<file path="src/rtl/sdram_pkg.sv">
// rtl/sdram_pkg.sv - controller command encodings and sequencer state type
//
// Shared by the burst sequencer and anything that watches its command bus.
// CMD_* are the 3-bit opcodes understood by the controller user interface.
// state_t enumerates the sequencer FSM states.

package sdram_pkg;

  localparam logic [2:0] CMD_NOP    = 3'b111;
  localparam logic [2:0] CMD_ACTIVE = 3'b011;
  localparam logic [2:0] CMD_WRITE  = 3'b100;
  localparam logic [2:0] CMD_READ   = 3'b101;

  typedef enum logic [3:0] {
    ST_INIT,
    ST_IDLE,
    ST_ACTIVATE,
    ST_ACT_WAIT,
    ST_WRITE,
    ST_READ_CMD,
    ST_READ_WAIT,
    ST_READ_BEATS,
    ST_RECOVER,
    ST_DONE
  } state_t;

endpackage

</file>
<file path="src/rtl/sdram_burst_sequencer.sv">
// rtl/sdram_burst_sequencer.sv - whole-line read/write command sequencer for the SDRAM controller
//
// Accepts one cache-line request and issues ACTIVE, a NOP gap, then a READ or
// WRITE burst of BURST_BEATS words to the controller user interface.
// RECOVER_CYCLES must be at least 1.
//
// Ports:
//   clk, rst                 clock and synchronous active-high reset
//   req_valid/req_ready      request handshake; req_write, req_address, req_line
//   rsp_line                 last line read, beat k at [k*W +: W]
//   done                     one-cycle completion pulse
//   busy                     high whenever the sequencer is not idle
//   sdrc_*                   outputs to the controller user interface
//   sdrc_rd_data             read data from the controller
//   sdrc_init_done           controller initialisation complete

module sdram_burst_sequencer
  import sdram_pkg::*;
#(
  parameter int ADDRESS_BIT_WIDTH   = 21,
  parameter int DATA_BIT_WIDTH      = 32,
  parameter int BURST_BEATS         = 8,
  parameter int ACT_TO_RW_CYCLES    = 1,
  parameter int READ_LATENCY_CYCLES = 5,
  parameter int RECOVER_CYCLES      = 6
) (
  input  logic                                  clk,
  input  logic                                  rst,
  input  logic                                  req_valid,
  output logic                                  req_ready,
  input  logic                                  req_write,
  input  logic [ADDRESS_BIT_WIDTH-1:0]          req_address,
  input  logic [BURST_BEATS*DATA_BIT_WIDTH-1:0] req_line,
  output logic [BURST_BEATS*DATA_BIT_WIDTH-1:0] rsp_line,
  output logic                                  done,
  output logic                                  busy,
  output logic                                  sdrc_cmd_en,
  output logic [2:0]                            sdrc_cmd,
  output logic [ADDRESS_BIT_WIDTH-1:0]          sdrc_addr,
  output logic [3:0]                            sdrc_dqm,
  output logic [DATA_BIT_WIDTH-1:0]             sdrc_data,
  output logic [7:0]                            sdrc_data_len,
  output logic                                  sdrc_precharge_ctrl,
  output logic                                  sdrc_power_down,
  output logic                                  sdrc_selfrefresh,
  input  logic [DATA_BIT_WIDTH-1:0]             sdrc_rd_data,
  input  logic                                  sdrc_init_done
);

  localparam int LINE_W  = BURST_BEATS * DATA_BIT_WIDTH;
  localparam int BEAT_W  = $clog2(BURST_BEATS) + 1;
  localparam int DLY_AR  = (ACT_TO_RW_CYCLES > READ_LATENCY_CYCLES) ? ACT_TO_RW_CYCLES
                                                                     : READ_LATENCY_CYCLES;
  localparam int DLY_MAX = (DLY_AR > RECOVER_CYCLES) ? DLY_AR : RECOVER_CYCLES;
  localparam int DLY_W   = $clog2(DLY_MAX + 1);
  localparam int RD_WAIT = (READ_LATENCY_CYCLES >= 2) ? READ_LATENCY_CYCLES - 2 : 0;

  localparam logic [BEAT_W-1:0] LAST_BEAT   = BEAT_W'(BURST_BEATS - 1);
  localparam logic [DLY_W-1:0]  ACT_LOAD    = DLY_W'(ACT_TO_RW_CYCLES - 1);
  localparam logic [DLY_W-1:0]  RDW_LOAD    = DLY_W'(RD_WAIT);
  localparam logic [DLY_W-1:0]  REC_RD_LOAD = DLY_W'(RECOVER_CYCLES - 1);
  // The controller registers write data one cycle behind the command bus, so
  // the final write beat needs one extra quiet cycle before recovery counts.
  localparam logic [DLY_W-1:0]  REC_WR_LOAD = DLY_W'(RECOVER_CYCLES);
  localparam logic [ADDRESS_BIT_WIDTH-1:0] ALIGN_MASK = ~ADDRESS_BIT_WIDTH'(BURST_BEATS - 1);

  state_t                state_q, state_d;
  logic [DLY_W-1:0]      cnt_q, cnt_d;
  logic [BEAT_W-1:0]     beat_q, beat_d;
  logic                  write_q;
  logic [LINE_W-1:0]     line_q;
  logic                  handshake;
  logic                  cmd_en_d;
  logic [2:0]            cmd_d;
  logic [DATA_BIT_WIDTH-1:0] data_d;

  assign handshake = (state_q == ST_IDLE) && req_valid;

  assign sdrc_data_len       = 8'(BURST_BEATS - 1);
  assign sdrc_precharge_ctrl = 1'b0;
  assign sdrc_power_down     = 1'b0;
  assign sdrc_selfrefresh    = 1'b0;

  // State register
  always_ff @(posedge clk) begin
    if (rst) begin
      state_q <= ST_INIT;
      cnt_q   <= '0;
      beat_q  <= '0;
    end else begin
      state_q <= state_d;
      cnt_q   <= cnt_d;
      beat_q  <= beat_d;
    end
  end

  // Next-state logic
  always_comb begin
    state_d = state_q;
    cnt_d   = cnt_q;
    beat_d  = beat_q;
    unique case (state_q)
      ST_INIT:     if (sdrc_init_done) state_d = ST_IDLE;
      ST_IDLE:     if (req_valid) state_d = ST_ACTIVATE;
      ST_ACTIVATE: begin
        state_d = ST_ACT_WAIT;
        cnt_d   = ACT_LOAD;
      end
      ST_ACT_WAIT: begin
        if (cnt_q == '0) begin
          beat_d  = '0;
          state_d = write_q ? ST_WRITE : ST_READ_CMD;
        end else begin
          cnt_d = cnt_q - DLY_W'(1);
        end
      end
      ST_WRITE: begin
        if (beat_q == LAST_BEAT) begin
          state_d = ST_RECOVER;
          cnt_d   = REC_WR_LOAD;
        end else begin
          beat_d = beat_q + BEAT_W'(1);
        end
      end
      ST_READ_CMD: begin
        // With a latency of one the first beat arrives straight after the command.
        if (READ_LATENCY_CYCLES >= 2) begin
          state_d = ST_READ_WAIT;
          cnt_d   = RDW_LOAD;
        end else begin
          state_d = ST_READ_BEATS;
        end
      end
      ST_READ_WAIT: begin
        if (cnt_q == '0) state_d = ST_READ_BEATS;
        else             cnt_d   = cnt_q - DLY_W'(1);
      end
      ST_READ_BEATS: begin
        if (beat_q == LAST_BEAT) begin
          state_d = ST_RECOVER;
          cnt_d   = REC_RD_LOAD;
        end else begin
          beat_d = beat_q + BEAT_W'(1);
        end
      end
      ST_RECOVER: begin
        if (cnt_q == '0) state_d = ST_DONE;
        else             cnt_d   = cnt_q - DLY_W'(1);
      end
      ST_DONE:     state_d = ST_IDLE;
      default:     state_d = ST_INIT;
    endcase
  end

  // Output decode from the upcoming state so the registered outputs line up
  // with the state they belong to.
  always_comb begin
    cmd_en_d = 1'b0;
    cmd_d    = CMD_NOP;
    data_d   = sdrc_data;
    unique case (state_d)
      ST_ACTIVATE: begin
        cmd_en_d = 1'b1;
        cmd_d    = CMD_ACTIVE;
      end
      ST_READ_CMD: begin
        cmd_en_d = 1'b1;
        cmd_d    = CMD_READ;
      end
      ST_WRITE: begin
        data_d = line_q[int'(beat_d)*DATA_BIT_WIDTH +: DATA_BIT_WIDTH];
        if (beat_d == '0) begin
          cmd_en_d = 1'b1;
          cmd_d    = CMD_WRITE;
        end
      end
      default: ;
    endcase
  end

  // Request latch
  always_ff @(posedge clk) begin
    if (rst) begin
      write_q <= 1'b0;
      line_q  <= '0;
    end else if (handshake) begin
      write_q <= req_write;
      line_q  <= req_line;
    end
  end

  // Registered outputs and read capture
  always_ff @(posedge clk) begin
    if (rst) begin
      req_ready   <= 1'b0;
      busy        <= 1'b1;
      done        <= 1'b0;
      sdrc_cmd_en <= 1'b0;
      sdrc_cmd    <= CMD_NOP;
      sdrc_dqm    <= 4'b1111;
      sdrc_data   <= '0;
      sdrc_addr   <= '0;
      rsp_line    <= '0;
    end else begin
      req_ready   <= (state_d == ST_IDLE);
      busy        <= (state_d != ST_IDLE);
      done        <= (state_d == ST_DONE);
      sdrc_cmd_en <= cmd_en_d;
      sdrc_cmd    <= cmd_d;
      sdrc_dqm    <= 4'b0000;
      sdrc_data   <= data_d;
      if (handshake) sdrc_addr <= req_address & ALIGN_MASK;
      if (state_q == ST_READ_BEATS)
        rsp_line[int'(beat_q)*DATA_BIT_WIDTH +: DATA_BIT_WIDTH] <= sdrc_rd_data;
    end
  end

endmodule

</file>
<file path="config.mk">
export PLATFORM = sky130hd
export DESIGN_NAME = sdram_burst_sequencer
export DESIGN_NICKNAME = d
export VERILOG_FILES = /design/src/rtl/sdram_pkg.sv /design/src/rtl/sdram_burst_sequencer.sv
export SDC_FILE = /design/constraint.sdc
export NUM_CORES = 1
export LEC_CHECK = 0
export ABC_AREA = 1
export CAP_MARGIN = 20
export CELL_PAD_IN_SITES_DETAIL_PLACEMENT = 0
export CELL_PAD_IN_SITES_GLOBAL_PLACEMENT = 2
export CORE_MARGIN = 2
export CORE_UTILIZATION = 27
export CTS_BUF_LIST = sky130_fd_sc_hd__clkbuf_8
export CTS_CLUSTER_SIZE = 20
export DETAILED_ROUTE_END_ITERATION = 8
export PLACE_DENSITY = 0.81
export SYNTH_ARGS = -nofsm -noshare
export SYNTH_HDL_FRONTEND = slang
export SYNTH_SLANG_ARGS = --single-unit
</file>
<file path="constraint.sdc">
create_clock -name clk -period 3.09 [get_ports clk]
set_clock_uncertainty 0.15 [all_clocks]
set_input_delay 0.927 -clock clk [delete_from_list [all_inputs] [get_ports clk]]
set_output_delay 0.927 -clock clk [all_outputs]
set_load 0.02 [all_outputs]
</file>
# Word level (Yosys, flattened, before mapping)
# Cells that the tools add are included.
# Widths: inputs -> output; s select.
dict set report classes {
  addsub 3
  n_eq_ne 19
  shifts 3
  muxes 21
  reduce_logical 9
}
# cell n
set op_table {}
lappend op_table {{$bwmux 256} 1}
lappend op_table {{$shift 32x33->256 const A} 1}
lappend op_table {{$shiftx 256x10->32} 1}
lappend op_table {{$shiftx 32x33->256} 1}
lappend op_table {{$mux 4} 9}
lappend op_table {{$pmux 4 s9} 1}
lappend op_table {{$neg 9->33} 1}
lappend op_table {{$eq 4x3->1 const B} 7}
lappend op_table {{$pmux 3 s5} 1}
lappend op_table {{$eq 4x2->1 const B} 3}
lappend op_table {{$eq 4x4->1 const B} 3}
lappend op_table {{$mux 3} 3}
lappend op_table {{$pmux 3 s3} 1}
lappend op_table {{$eq 4x1->1 const B} 2}
lappend op_table {{$logic_not 4->1} 2}
lappend op_table {{$pmux 4 s2} 1}
lappend op_table {{$ne 2x2->1 const B} 3}
lappend op_table {{$reduce_bool 5->1} 1}
lappend op_table {{$add 4x1->4 const B} 1}
lappend op_table {{$ne 4x1->1 const B} 1}
lappend op_table {{$reduce_and 4->1} 1}
lappend op_table {{$reduce_or 2->1} 2}
lappend op_table {{$logic_not 3->1} 1}
lappend op_table {{$reduce_or 3->1} 1}
lappend op_table {{5 further kinds} 6}
dict set report totals {
  register_bits 585
  inputBits 314
  word_cells 69
}

# Logic depth before layout (Yosys ltp)
dict set report depth {
  ltp_word 6
  mapped_depth 17
  ltp_nobuf 14
}

# Least setup slack after synthesis
# Ideal clock, no wire load.
dict set report synth_timing {
  path_type {reg2reg}
  start {register beat_q[0]}
  end {register rsp_line[10]}
  arrival_ps 2440
  required_ps 2812
  path_slack_ps 372
  stages_incl_launch_ff 14
  n_path_buf 5
  synth_period_minus_slack_ps 2718
  path_cell_list {dfxtp_1 buf_2 inv_2 buf_1 ha_1 clkbuf_1 inv_1 buf_2 nand2_1 nor2_1 nand3_1 a21oi_2 clkbuf_1 a21oi_1}
}
dict set report synth_via {
  elab_chain_len 3
}
# element line_no
set synth_lines {}
lappend synth_lines {{from (decl)} sdram_burst_sequencer.sv:69} ;# logic [BEAT_W-1:0] beat_q, beat_d;
lappend synth_lines {{from (signal assigned)} sdram_burst_sequencer.sv:93} ;# beat_q <= beat_d;
lappend synth_lines {{$neg 9->33 *} sdram_burst_sequencer.sv:214} ;# rsp_line[int'(beat_q)*DATA_BIT_WIDTH +: DATA_BIT_WIDTH] <= sdrc_rd_data;
lappend synth_lines {{$shiftx 32x33->256 / $shift 32x33->256 (equally long branches)} sdram_burst_sequencer.sv:214}
lappend synth_lines {{$bwmux 256 *} sdram_burst_sequencer.sv:214}
lappend synth_lines {{to (signal, indexed assignment)} sdram_burst_sequencer.sv:214}
lappend synth_lines {{to (decl)} sdram_burst_sequencer.sv:34} ;# output logic [BURST_BEATS*DATA_BIT_WIDTH-1:0] rsp_line,
# Every way passes the cells marked *; elsewhere a longest branch is shown, timed or not.
# A chain may end at the register's enable or synchronous reset.

# Worst setup path after layout
dict set report layout_timing {
  start {register rsp_line[255]}
  end {output port rsp_line[255]}
}
# No word-level cell between the ends.

==> flow_summary.yaml <==
layout:
  final_util_pct: 38.91
  multi_input_area_um2: 9731
  final_nets: 4105
  nFillCells: 9261
  regArea_um2: 11650
  area_growth_pct: 42.21
  layout-drive-gt1-share_pct: 7.698
timing:
  slew_headroom_pct: 41.07
  drv_slew: 0
  hold_viol_final: 0
  tns_ns: 0
  period_needed_ns: 2.927
  fin_crit_sh_pct: 94.72
  setup_violations: 0
  max_freq_mhz: 341.7
  worst_pin_slew_ns: 0.8829
  rsz0062_at_grt: "no"
status:
  status: "complete, no violations"
critical_path:
  r2r-end: "sdrc_data[13]"
  rrSetupSlack_ns: 0.28
  slowest_delay_ns: 0.82
  critPathBufInv: 1
  ff2ff_path_depth: 12
  arrival_ns: 1.85
  cpMaxStageDelayCell: "clkdlybuf4s50_1"
  cp-start-kind: "flop"
  cp_data_required_time_ns: 2.01
  crit_fanout: 2
  cp_top_family: "buffers and inverters"
  r2r_start: "beat_q[0]"
  crit_type: "reg2out"
  path_cells: "clkdlybuf4s50_1"
  cp-end-kind: "output pin"
place:
  place.detailed.hpwl_um: 75040
  portBuffers: 627
  gp_congestion: 0.8419
synth:
  synthDistinctLibCells: 33
  synthFlopType: "dfxtp_1"
  syn_area_um2: 23810
  ys_seq_elements: 582
  synthArstFlopShare_pct: 0
  synth_top_area_share_pct: 48.93
  ys_seq_area_share_pct: 48.93
  synth_common_cells: "dfxtp_1 (582), o21ai_0 (489), a21oi_1 (447), inv_1 (354), nand3_1 (347)"
  synth_cells: 3216
  post-synth-top-count-cell: "dfxtp_1"
  synth.top_cells.by_area: "dfxtp_1 (49%), o21ai_0 (10%), a21oi_1 (9.4%)"
  yosysTopAreaCell: "dfxtp_1"
  ys.warnings.count: 0
  synth_area_per_cell_um2: 7.404
  synth_edf_count: 0
routing:
  viasPerCell: 4.713
  vias: 23712
  wire_per_inst_um: 20.84
  drt-initial-drc-count: 1500
  drc: 0
  wirelength_um: 104800
  final_antenna_net_count: 0
  dr.pass1.iters: 5
power_and_ir_drop:
  p_leak_nw: 12.94
  powerDensity_nw_per_um2: 539.9
  peakVddDrop_uv: 303.2
floorplan:
  initial_core_util_pct: 27.36
  dieArea_um2: 90580
  die_w_um: 301.0
  fp-row-count: 108
  io_pins: 645
  core_area_um2: 87020
  die_h_um: 301.0
clocking:
  tritoncts: "built"
  clock_sinks: 582
  cts_root_buffer: "clkbuf_8"
  insertion_delay_ns: 0.73
  htreeDepth: 3
  clk_pin_slew_ns: 0.06
  cts.path.max_buffers: 3
  post_cts_buffers: 0
  cts_buffers: 109
global_route:
  grt_pass1_wl_um: 151900
  grt_antenna_before_repair: 7
  grt_max_degree: 109
  track_usage_pct: 22.32
  grt_pass1_vias: 22999
  globalRoute.totalOverflow: 0
worst_hold_path:
  hp-start: "rsp_line[117]"
  hold_path_depth: 2
  holdCritPathClass: "reg2reg"
  hold_end: "rsp_line[117]"
flow_run:
  maxCapViolations: 0
[worst max-delay path by stage]
stage                    endpoint          start  slack (ns)  cells after the start
global route        rsp_line[117]      beat_q[1]        0.04                     12
floorplan            rsp_line[10]      beat_q[0]        0.37                     13
finish              rsp_line[255]  rsp_line[255]        0.16                      1
CTS                 rsp_line[255]  rsp_line[255]         0.1                      1
global placement    sdrc_data[20]      req_valid        0.18                      9
detailed placement  sdrc_data[31]      req_valid        0.15                      9
[registers in the layout, indices dropped and copies added, names as in the netlist]
register     cells
write_q          1
busy             1
sdrc_cmd         3
rsp_line       256
req_ready        1
beat_q           4
sdrc_cmd_en      1
sdrc_dqm         1
cnt_q            3
state_q          4
line_q         256
sdrc_addr       18
sdrc_data       32
done             1
[power by group]
group / switching (mW) / leakage [nW] / internal, mW
clock: 3.48 / 1.32 / 4.33
sequential: 0.114 / 4.72 / 7.90
combinational: 1.45 / 6.90 / 1.01
total: 5.05 / 12.9 / 13.2
[worst reg2reg max path, cell delays in order, from the launching register on]
cell	delay [ns]
dfxtp_1	0.46
ha_1	0.27
nand2_1	0.10
nor2_2	0.24
nand2_1	0.14
nand3_4	0.18
buf_12	0.23
buf_4	0.22
nand3_1	0.07
nand3_1	0.18
nand3_1	0.23
nand3_1	0.13
a21oi_1	0.07
[logic make-up (layout without fill, tap and decap cells)]
family / count (synthesis) / after routing / share of synthesized area [%]
AO/OA/AOI/OAI: 964 / 964 / 20.54
XOR/XNOR: 1 / 1 / 0.03679
flip-flops: 582 / 582 / 48.93
AND/OR/NAND/NOR: 1020 / 1020 / 19.30
other: 2 / 19 / 0.03154
buffers and inverters: 640 / 1283 / 10.80
adder cells (fa/ha/maj): 7 / 7 / 0.3678
[area by class of cell]
cell class	count	share of cell area (%)
diodes	5	0.03695
clock buffers	141	5.731
clock inverters	57	0.9940
inverters	365	4.068
multi-input cells	2006	28.74
flip-flops and latches	582	34.41
well taps	1155	4.268
repair buffers	720	21.76
[through the flow]
step / worst slack, ns / instance area [um^2] / power [mW] / hold slack, ns / instances
2_1_floorplan: 0.3719 / 23860 / 9.507 / 0.2797 / 3228
3_3_place_gp: 0.1841 / 31560 / 10.64 / 0.2816 / 4828
3_5_place_dp: 0.1505 / 31560 / 10.66 / 0.2836 / 4828
4_1_cts: 0.09718 / 33840 / 18.55 / 0.2933 / 5026
5_1_grt: 0.04005 / 33850 / 19.12 / 0.3169 / 5027
6_report: 0.1632 / 33860 / 18.28 / 0.2927 / 5031
[cells in the final DEF (no fill, tap or decap), drive strengths merged]
cell type and n:
bufinv 3, dfxtp 582, buf 94, nand3b 29, clkinv 19, clkbuf 141, a21boi 1, clkdlybuf4s50 626
a31oi 1, nand4 4, nor2 339, nand2 206, a41oi 2, xor2 1, diode 5, conb 14
o21ai 494, inv 400, a21oi 448, ha 7, a211oi 16, nand3 349, nor3 93, o22ai 2
[per-layer routing]
layer / wire, um / track usage, %
met1: 43840 / 27.48
met2: 48540 / 36.46
met3: 8352 / 6.595
met4: 4026 / 8.872
met5: 73 / 0
[timing repair]
item,4_1_cts,5_1_grt
setup endpoints to repair,0,5
gates resized for setup,0,2
hold buffers,0,0
Power figures use the tool's default switching activity.
